### src/rtl/div_arbiter.sv
// Shared iterative restoring divider time-multiplexed between two requesters.
// One quotient bit per clock; round-robin grant on contention; saturating result.
`timescale 1ns/1ps
module div_arbiter #(
    parameter int DW = 30,
    parameter int VW = 16,
    parameter int QW = 12
) (
    input  logic          clk,
    input  logic          reset_n,
    input  logic          req_a,
    input  logic [DW-1:0] dvd_a,
    input  logic [VW-1:0] dvs_a,
    input  logic          req_b,
    input  logic [DW-1:0] dvd_b,
    input  logic [VW-1:0] dvs_b,
    output logic          ack_a,
    output logic          ack_b,
    output logic [QW-1:0] quotient,
    output logic          sat,
    output logic          dz,
    output logic          busy
);
    localparam int CW = $clog2(DW);

    typedef enum logic [1:0] {IDLE, DIV, DONE} state_t;

    state_t        r_state;
    logic [DW-1:0] r_dq;      // dividend shifts out the top, quotient bits shift in the bottom
    logic [VW-1:0] r_dvs;
    logic [VW-1:0] r_rem;
    logic [CW-1:0] r_cnt;
    logic          r_gnt_b;
    logic          r_a_next;

    logic          w_sel_b;
    logic [VW:0]   w_shift;
    logic          w_ge;
    logic [VW-1:0] w_diff;
    logic          w_ovf;

    assign w_sel_b = req_b & (~req_a | ~r_a_next);
    assign w_shift = {r_rem, r_dq[DW-1]};
    assign w_ge    = (w_shift >= {1'b0, r_dvs});
    // True difference is below the divisor, so the low VW bits are exact.
    assign w_diff  = w_shift[VW-1:0] - r_dvs;
    assign w_ovf   = |r_dq[DW-1:QW];

    always_ff @(posedge clk or negedge reset_n) begin
        if (!reset_n) begin
            r_state  <= IDLE;
            r_dq     <= '0;
            r_dvs    <= '0;
            r_rem    <= '0;
            r_cnt    <= '0;
            r_gnt_b  <= 1'b0;
            r_a_next <= 1'b1;
            ack_a    <= 1'b0;
            ack_b    <= 1'b0;
            quotient <= '0;
            sat      <= 1'b0;
            dz       <= 1'b0;
            busy     <= 1'b0;
        end else begin
            case (r_state)
                IDLE: begin
                    ack_a <= 1'b0;
                    ack_b <= 1'b0;
                    if (req_a | req_b) begin
                        r_gnt_b  <= w_sel_b;
                        r_a_next <= w_sel_b;
                        r_dq     <= w_sel_b ? dvd_b : dvd_a;
                        r_dvs    <= w_sel_b ? dvs_b : dvs_a;
                        r_rem    <= '0;
                        r_cnt    <= CW'(DW - 1);
                        r_state  <= DIV;
                        busy     <= 1'b1;
                    end
                end
                DIV: begin
                    ack_a <= 1'b0;
                    ack_b <= 1'b0;
                    r_rem <= w_ge ? w_diff : w_shift[VW-1:0];
                    r_dq  <= {r_dq[DW-2:0], w_ge};
                    if (r_cnt == '0) r_state <= DONE;
                    else             r_cnt   <= r_cnt - 1'b1;
                end
                DONE: begin
                    ack_a   <= ~r_gnt_b;
                    ack_b   <= r_gnt_b;
                    if (r_dvs == '0) begin
                        quotient <= '1;
                        sat      <= 1'b0;
                        dz       <= 1'b1;
                    end else begin
                        quotient <= w_ovf ? '1 : r_dq[QW-1:0];
                        sat      <= w_ovf;
                        dz       <= 1'b0;
                    end
                    r_state <= IDLE;
                    busy    <= 1'b0;
                end
                default: begin
                    r_state <= IDLE;
                    busy    <= 1'b0;
                end
            endcase
        end
    end
endmodule

### config.mk
export PLATFORM = sky130hd
export DESIGN_NAME = div_arbiter
export DESIGN_NICKNAME = d
export VERILOG_FILES = /design/src/rtl/div_arbiter.sv
export SDC_FILE = /design/constraint.sdc
export NUM_CORES = 1
export LEC_CHECK = 0
export CAP_MARGIN = 10
export CORE_MARGIN = 2
export CORE_UTILIZATION = 30
export DETAILED_ROUTE_END_ITERATION = 10
export PLACE_DENSITY = 0.53
export SLEW_MARGIN = 5
export SYNTH_ARGS = -nofsm -noshare
export SYNTH_HDL_FRONTEND = slang
export SYNTH_SLANG_ARGS = --single-unit
### constraint.sdc
create_clock -name clk -period 3.3 [get_ports clk]
set_input_delay 0.99 -clock clk [delete_from_list [all_inputs] [get_ports clk]]
set_output_delay 0.99 -clock clk [all_outputs]
set_load 0.005 [all_outputs]
==> impl_metrics.ini, run 1 <==
[timing]
holdWs_ps = 492
max_freq_mhz = 372
setup_viol = 0
finalHoldViolations = 0
skew_ps = 8.94
fin_setup_tns_ps = 0
finalMaxSlewViolations = 0
fin_crit_sh_pct = 81.4
slew_headroom_pct = 54.3
fin_crit_ps = 2690
setup_ws_ps = 613
worst_pin_slew_ps = 680
rsz0062_at_grt = no

[min_path]
hp-start = sat
min_to = sat
hold_path.class = register to register
min_path_cells = 1

[synth]
seq_area_frac_synth_pct = 45.0
synth-compound-area-share_pct = 20.2
post_synth.cell_area_avg_um2 = 9.76
synth-xor-area-share_pct = 2.69
synthFlopType = dfrtp_1
syn-instance-count = 501
ys_ff_latch = 88
synth_top_family_by_area = compound AO/OA/AOI/OAI gates
synth_nets = 616
synth_area_um2 = 4890
yosysUniqueCellTypes = 48
synth_fa_ha_area_share_pct = 5.01
synth-edff-count = 0
synth.mux.area_fraction_pct = 11.7
yosys.area_share.simple_pct = 10.9
ys_warn_count = 0
synthArstFlopShare_pct = 100

[power_and_ir_drop]
power_mw = 6.55
power_leakage_nw = 2.78
vdd_drop_max_mv = 0.393
powerDensity_nw_per_um2 = 989

[cts]
cts_inserted_buffers = 9
clk_latency_ps = 350
root_buffer = clkbuf_16
cts_buffer_depth = 2
tritoncts = built
cts_sinks = 88
cts_hold_buf = 0
postCtsSetupBuffers = 0
cts_resized = 0
clkTransAtPathRegs_ps = 60
cts_max_level = 3

[cells_and_area]
fin_nets = 720
final_common_cell = clkdlybuf4s50_1
instances_no_fill = 826
fill_cells = 1559
layout_common_cells = 111 x clkdlybuf4s50_1, 87 x dfrtp_1, 56 x mux2i_1
antenna_cells = 0
drive_above_1_share_pct = 5.90
seqCellArea_um2 = 2200
post-route-util_pct = 41.7
stdcell_area_um2 = 6620
area_growth_pct = 35.3
multi_input_area_um2 = 2490

[critical_path]
regToRegStartpoint = r_dvs[10]
cp-start-kind = register
r2r-end = r_rem[1]
path_max_fanout = 13
end_kind = register
required_ps = 3570
critPathKind = register to register
r2r_cells = 9
arrival_ps = 2960
r2r_setup_slack_ps = 610

[floorplan]
die_w_um = 132
std_cell_rows = 46
core_um2 = 15900
die_h_um = 132
initial_utilization_pct = 30.8
die-area_um2 = 17300
boundaryPins = 113

[flow_run]
cap_violations = 0

[place]
port_buffers = 112
dp.cells = 810
hpwl_um = 9250
place_ws_ps = 573
dpl_cell_area_um2 = 6290
place.gp.congestion = 0.900

[routing]
wl_um = 12500
drt-met1-wl_um = 5780
via_per_inst = 4.97
drtIter0Drc = 159
ant_nets = 0
wl_met3_um = 663
wl_per_cell_um = 15.1
drc_errors = 0
vias = 4108
wl_met2_um = 5750
drtPass1Iterations = 4
top_layer = met4

[global_route]
grt_pass1_wl_um = 21000
track_usage_pct = 15.0
first_global_vias = 4283
grt_max_degree = 51
antenna_found_initial = 0
grt.overflow.total = 0

[status]
status = completed
[state kept, by name (all words and copies together) (netlist names)]
name,flops
r_rem,16
ack_a,1
busy,1
sat,1
ack_b,1
r_state,2
r_a_next,1
r_cnt,5
quotient,12
r_gnt_b,1
r_dvs,16
r_dq,30
dz,1
[per-layer routing]
metal | vias up | GRT usage, %
met1 | 1934 | 18.8
met5 | - | 0
li1 | 2044 | -
met3 | 21 | 4.17
met4 | 0 | 6.28
met2 | 109 | 24.3
[cell families after synthesis]
| logic type | Yosys count |
|---|---|
| compound gates | 156 |
| simple gates | 111 |
| flops | 88 |
| mux | 57 |
| buf+inv | 55 |
| fa+ha+maj | 19 |
| xor+xnor | 15 |
[cells in the mapped netlist, types with 2 or more instances]
| library cell | instances | share of area, % |
|---|---|---|
| a21oi_1 | 17 | 1.7 |
| clkbuf_1 | 22 | 1.7 |
| nor2b_1 | 4 | 0.51 |
| or3_1 | 2 | 0.26 |
| nand2_1 | 36 | 2.8 |
| buf_1 | 5 | 0.38 |
| nor3_1 | 4 | 0.41 |
| a31oi_1 | 6 | 0.77 |
| a311o_1 | 2 | 0.41 |
| nand2b_1 | 4 | 0.51 |
| o211ai_1 | 5 | 0.77 |
| o31ai_1 | 2 | 0.31 |
| inv_1 | 23 | 1.8 |
| xnor2_1 | 6 | 1.1 |
| and2_1 | 2 | 0.26 |
| o21ai_1 | 43 | 4.4 |
| o21ai_0 | 25 | 2.6 |
| nor4_1 | 9 | 1.2 |
| buf_2 | 3 | 0.31 |
| dfrtp_1 | 87 | 45 |
| a21o_1 | 5 | 0.77 |
| or2_1 | 2 | 0.26 |
| mux2i_1 | 56 | 11 |
| o22a_1 | 12 | 2.1 |
| ha_1 | 18 | 4.6 |
| and3_1 | 5 | 0.64 |
| xor2_1 | 9 | 1.6 |
| a22oi_1 | 29 | 4.5 |
| nand3_1 | 22 | 2.3 |
| nor2_1 | 18 | 1.4 |
[worst max-delay path by stage]
stage	from	end	slack [ps]	cells after the start
after floorplan	r_dq[29]	r_rem[14]	900	10
after global placement	req_a	r_cnt[0]	590	6
after detailed placement	req_a	r_cnt[0]	570	6
after CTS	r_dvs[10]	r_rem[1]	600	9
after global routing	r_dvs[10]	r_rem[11]	450	9
final	r_dvs[10]	r_rem[1]	610	9
[power by group]
part | leakage, nW | switching [mW] | internal, mW
Clock | 0.157 | 0.452 | 0.671
Combinational | 1.60 | 1.90 | 1.59
Sequential | 1.02 | 0.383 | 1.55
[worst max-delay path, stage by stage, from the launching register on]
cell and delay (ps):
dfrtp_1 400, inv_1 60, ha_1 390, a21oi_1 270
o21ai_0 200, or3_1 420, o21ai_2 150, buf_4 250
mux2_1 350, o21ai_1 120
[area by class of cell]
| cell class | count | area share (%) |
|---|---|---|
| multi-input combinational | 358 | 37.6 |
| sequential | 88 | 33.3 |
| timing repair buffer | 125 | 18.7 |
| tap | 216 | 4.08 |
| clock buffer | 9 | 3.40 |
| clock inverter | 7 | 1.55 |
| inverter | 23 | 1.30 |
(Power assumes the default switching activity.)
==> run 2: changes to the inputs <==
--- a/config.mk
+++ b/config.mk
@@ -9,7 +9,7 @@
 export CORE_MARGIN = 2
 export CORE_UTILIZATION = 30
 export DETAILED_ROUTE_END_ITERATION = 10
-export PLACE_DENSITY = 0.53
+export PLACE_DENSITY = 0.55
 export SLEW_MARGIN = 5
 export SYNTH_ARGS = -nofsm -noshare
 export SYNTH_HDL_FRONTEND = slang
==> constraint.sdc (replaced) <==
create_clock -name clk -period 2.3 [get_ports clk]
set_input_delay 0.69 -clock clk [delete_from_list [all_inputs] [get_ports clk]]
set_output_delay 0.69 -clock clk [all_outputs]
set_load 0.005 [all_outputs]
==> run 2 against run 1 <==
Final cell count up 7.5%. Via count grew 8.3%. Utilization up 4.4 points. Sequential cell count unchanged. Setup slack worse by 600 ps. Combinational power is 100% higher. Non-clock buffer count grew 62. Design area is 10% higher. Sequential power up 40%. Maximum frequency rose by 17%. Die area unchanged. Count of clock-buffer cells in the layout increased by 2.
==> impl_metrics.ini, run 2 (synthesis gave the netlist of run 1 again) <==
[critical_path]
cp-start-kind = register
end_kind = register
required_ps = 2520
critPathKind = register to register
path_max_fanout = 5
arrival_ps = 2520

[timing]
fin_crit_ps = 2290
max_freq_mhz = 437
fin_crit_sh_pct = 99.6
rsz0062_at_grt = yes
skew_ps = 6.36
holdWs_ps = 315
slew_headroom_pct = 60.3
finalMaxSlewViolations = 0
finalHoldViolations = 0
fin_setup_tns_ps = 0
setup_viol = 0
setup_ws_ps = 9.59
worst_pin_slew_ps = 591

[place]
hpwl_um = 10300
place_ws_ps = -146
dpl_cell_area_um2 = 6790
port_buffers = 112
dp.cells = 866
place.gp.congestion = 0.905

[cts]
cts_sinks = 88
clkTransAtPathRegs_ps = 60
cts_max_level = 3
clk_latency_ps = 350
cts_buffer_depth = 2
cts_inserted_buffers = 9
tritoncts = built
cts_hold_buf = 0
root_buffer = clkbuf_16

[global_route]
use_met2_pct = 26.9
use_met1_pct = 21.6
grt.overflow.total = 0
top_usage_layer = met2
grt_pass1_wl_um = 22900
met3_usage_pct = 3.47
track_usage_pct = 16.4
antenna_found_initial = 0
first_global_vias = 4556
grt_max_degree = 38

[routing]
drtIter0Drc = 166
wl_per_cell_um = 15.6
drc_errors = 0
drtPass1Iterations = 4
wl_um = 13800
ant_nets = 0
vias = 4447
via_per_inst = 5.01

[cells_and_area]
seqCellArea_um2 = 2200
area_growth_pct = 49.5
top_register = r_dq
multi_input_area_um2 = 2690
stdcell_area_um2 = 7320
final_common_cell = clkdlybuf4s50_1
fin_nets = 782
drive_above_1_share_pct = 18.6
antenna_cells = 0
instances_no_fill = 888
layout_common_cells = 111 x clkdlybuf4s50_1, 87 x dfrtp_1, 68 x buf_4
fill_cells = 1530
post-route-util_pct = 46.1
largest_register_ffs = 30
reg.largest.list = r_dq: 30 flops, r_dvs: 16 flops, r_rem: 16 flops

[floorplan]
die_w_um = 132
boundaryPins = 113
die-area_um2 = 17300
die_h_um = 132
core_um2 = 15900
initial_utilization_pct = 30.8
std_cell_rows = 46

[power_and_ir_drop]
power_mw = 11.2
share_comb_of_total_power_pct = 62.4
p_clk_share_pct = 13.5
vdd_drop_max_mv = 0.599
powerDensity_nw_per_um2 = 1540
pwr-share-seq_pct = 24.1
power_leakage_nw = 3.11
switching_power_mw = 4.53
p_int_mw = 6.71
swShare_pct = 40.3

[min_path]
hold_path.class = primary input to async pin

[flow_run]
cap_violations = 0

[status]
status = completed
run 2: cell types whose count changed in the layout (fill, tap and decap cells not counted), sizes merged:
cell	before	now
clkbuf	9	11
inv	25	24
bufinv	2	1
buf	14	76
run 2: final cells by class:
| cell class | instances | area share (%) |
|---|---|---|
| timing repair buffer | 187 | 24.1 |
| clock inverter | 5 | 0.872 |
| clock buffer | 11 | 3.32 |
| inverter | 23 | 1.18 |
| sequential | 88 | 30.1 |
| multi-input combinational | 358 | 36.7 |
| tap | 216 | 3.69 |
run 2: worst paths after layout:
kind                          endpoint         from  slack (ps)  cells past startpoint
hold / removal                r_dq[21]      reset_n         310                      1
max in group asynchronous    r_rem[11]      reset_n        1300                      2
setup reg to reg              r_rem[0]    r_dvs[14]          10                      9
min in group clk           quotient[5]  quotient[5]         510                      1
setup / recovery              r_rem[0]    r_dvs[14]          10                      9
hold reg to reg            quotient[5]  quotient[5]         510                      1
run 2: timing repair:
action                     in CTS  in global routing
pin swaps                       9                 11
buffers inserted                3                  3
resized for setup              17                 19
setup endpoints to repair      13                 18
cloned                          1                  0
run 2: worst max-delay path, stage by stage, from the launching register on:
cell and delay (ps):
dfrtp_1 380, inv_2 70, ha_4 200, a21o_1 150, a211o_1 260, or3_4 340, o21ai_4 230, buf_12 160
nor3_1 40, a311o_1 330
run 2: power groups by stage:
stage / Combinational, mW / Sequential (mW) / Clock [mW]
after floorplan: 3.95 / 2.61 / 0
after global placement: 6.09 / 2.69 / 0
after detailed placement: 6.15 / 2.71 / 0
after CTS: 6.78 / 2.70 / 1.55
after global routing: 7.73 / 2.80 / 1.63
final: 7.01 / 2.71 / 1.51
run 2: layer usage:
layer / vias up / wire length, um
met5: - / 0
met2: 113 / 6550
met4: 0 / 208
met3: 13 / 668
met1: 2148 / 6410
li1: 2173 / -
==> run 3: changes to the inputs <==
--- a/config.mk
+++ b/config.mk
@@ -7,9 +7,9 @@
 export LEC_CHECK = 0
 export CAP_MARGIN = 10
 export CORE_MARGIN = 2
-export CORE_UTILIZATION = 30
+export CORE_UTILIZATION = 25
 export DETAILED_ROUTE_END_ITERATION = 10
-export PLACE_DENSITY = 0.55
+export PLACE_DENSITY = 0.48
 export SLEW_MARGIN = 5
 export SYNTH_ARGS = -nofsm -noshare
 export SYNTH_HDL_FRONTEND = slang
==> run 3 against run 2 <==
Largest cell class unchanged. Highest routed layer unchanged. Global-route usage fell by 2.1 points. Design area rose by 0.68%. Via count fell by 1.5%. Sequential share of layout area fell by 0.17 points. First-iteration DRC count fell by 6.6%. Register-to-register slack barely moved. Routed wire length rose by 3.7%. Worst hold slack got worse by 19 ps. Non-clock buffer count rose by 1. Maximum frequency rose by 0.39%.
==> impl_metrics.ini, run 3 (synthesis gave the netlist of run 1 again) <==
[routing]
vias = 4380
drc_errors = 0
wl_um = 14400
drtIter0Drc = 155
ant_nets = 0
wl_per_cell_um = 15.3
via_per_inst = 4.67
drtPass1Iterations = 4

[place]
place.gp.congestion = 0.843
hpwl_um = 10800
dpl_cell_area_um2 = 6850
place_ws_ps = -185
port_buffers = 112

[timing]
fin_crit_sh_pct = 99.2
worst_pin_slew_ps = 658
fin_crit_ps = 2280
rsz0062_at_grt = yes
max_freq_mhz = 438
skew_ps = 7.72
setup_ws_ps = 18.6
slew_headroom_pct = 55.7
holdWs_ps = 296
finalHoldViolations = 0
finalMaxSlewViolations = 0
fin_setup_tns_ps = 0
setup_viol = 0

[cts]
clkTransAtPathRegs_ps = 70
clk_latency_ps = 350
cts_max_level = 3
root_buffer = clkbuf_16
cts_inserted_buffers = 9
cts_sinks = 88
cts_hold_buf = 0
cts_buffer_depth = 2
tritoncts = built

[power_and_ir_drop]
vdd_drop_max_mv = 0.690
powerDensity_nw_per_um2 = 1520
power_leakage_nw = 3.12

[cells_and_area]
fin_nets = 783
drive_above_1_share_pct = 19.3
fill_cells = 1938
reg.largest.list = r_dq: 30 flops, r_dvs: 16 flops, r_rem: 16 flops
post-route-util_pct = 38.1
area_growth_pct = 50.6
top_register = r_dq
stdcell_area_um2 = 7370
antenna_cells = 0
largest_register_ffs = 30
layout_common_cells = 111 x clkdlybuf4s50_1, 85 x dfrtp_1, 69 x buf_4
final_common_cell = clkdlybuf4s50_1

[critical_path]
regToRegStartpoint = r_dvs[14]
end_kind = register
critPathKind = register to register
arrival_ps = 2550
r2r-end = r_rem[1]
path_max_fanout = 4
r2r_cells = 9
required_ps = 2570
cp-start-kind = register
r2r_setup_slack_ps = 20

[global_route]
grt_pass1_wl_um = 22900
grt_max_degree = 33
antenna_found_initial = 0
first_global_vias = 4453
grt.overflow.total = 0
track_usage_pct = 14.3

[floorplan]
core_um2 = 19300
std_cell_rows = 51
die_h_um = 144
initial_utilization_pct = 25.3
die-area_um2 = 20700
die_w_um = 144
boundaryPins = 113

[status]
status = completed

[flow_run]
cap_violations = 0

[min_path]
hold_path.class = primary input to async pin
-- run 3: cell count changes in the layout (fill, tap and decap cells not counted), sizes merged --
| cell | before | now |
|---|---|---|
| inv | 24 | 25 |
| buf | 76 | 77 |
| clkbuf | 11 | 10 |
-- run 3: final cells by class --
| class | instances | area [um2] | area share (%) |
|---|---|---|---|
| sequential | 88 | 2210 | 29.9 |
| inverter | 23 | 86.3 | 1.17 |
| timing repair buffer | 188 | 1760 | 23.9 |
| clock inverter | 6 | 65.1 | 0.883 |
| tap | 265 | 332 | 4.50 |
| multi-input combinational | 358 | 2680 | 36.3 |
| clock buffer | 10 | 239 | 3.24 |
-- run 3: metal layers --
metal	global-route usage, %	vias to the layer above	routed length (um)
li1	-	2165	-
met1	18.6	2105	6550
met2	24.0	91	6940
met3	2.03	19	560
met4	5.26	0	295
met5	0	-	0
-- run 3: repair_timing --
item / CTS / global route
buffers inserted: 2 / 5
gates cloned: 0 / 0
resized for setup: 16 / 22
setup endpoints to repair: 17 / 17
pin swaps: 8 / 14
-- run 3: metrics by stage --
| stage | std cells | total power, mW |
|---|---|---|
| finish | 938 | 11.2 |
| CTS | 934 | 10.8 |
| global placement | 916 | 8.79 |
| detailed placement | 916 | 8.86 |
| floorplan | 501 | 6.57 |
| global route | 938 | 12.1 |
-- run 3: critical path: stages (launching register included) --
cell and delay [ps]:
dfrtp_1 390, inv_2 70, ha_4 200, a21o_1 150, a211o_1 270, or3_4 340, o21ai_4 200, buf_6 150
mux2_4 310, o21ai_2 110
-- run 3: worst max path at each step --
stage / startpoint / end / slack (ps)
global route: r_dvs[14] / r_rem[1] / -60
finish: r_dvs[14] / r_rem[1] / 20
global placement: r_dvs[14] / r_rem[1] / -70
CTS: r_dvs[10] / r_rem[0] / 9
detailed placement: r_dq[29] / r_rem[14] / -190
floorplan: r_dq[29] / r_rem[14] / -7
-- run 3: power by group --
group	internal (mW)	total (mW)	switching, mW
clock	0.876	1.52	0.645
sequential	2.23	2.75	0.517
combinational	3.54	6.93	3.39
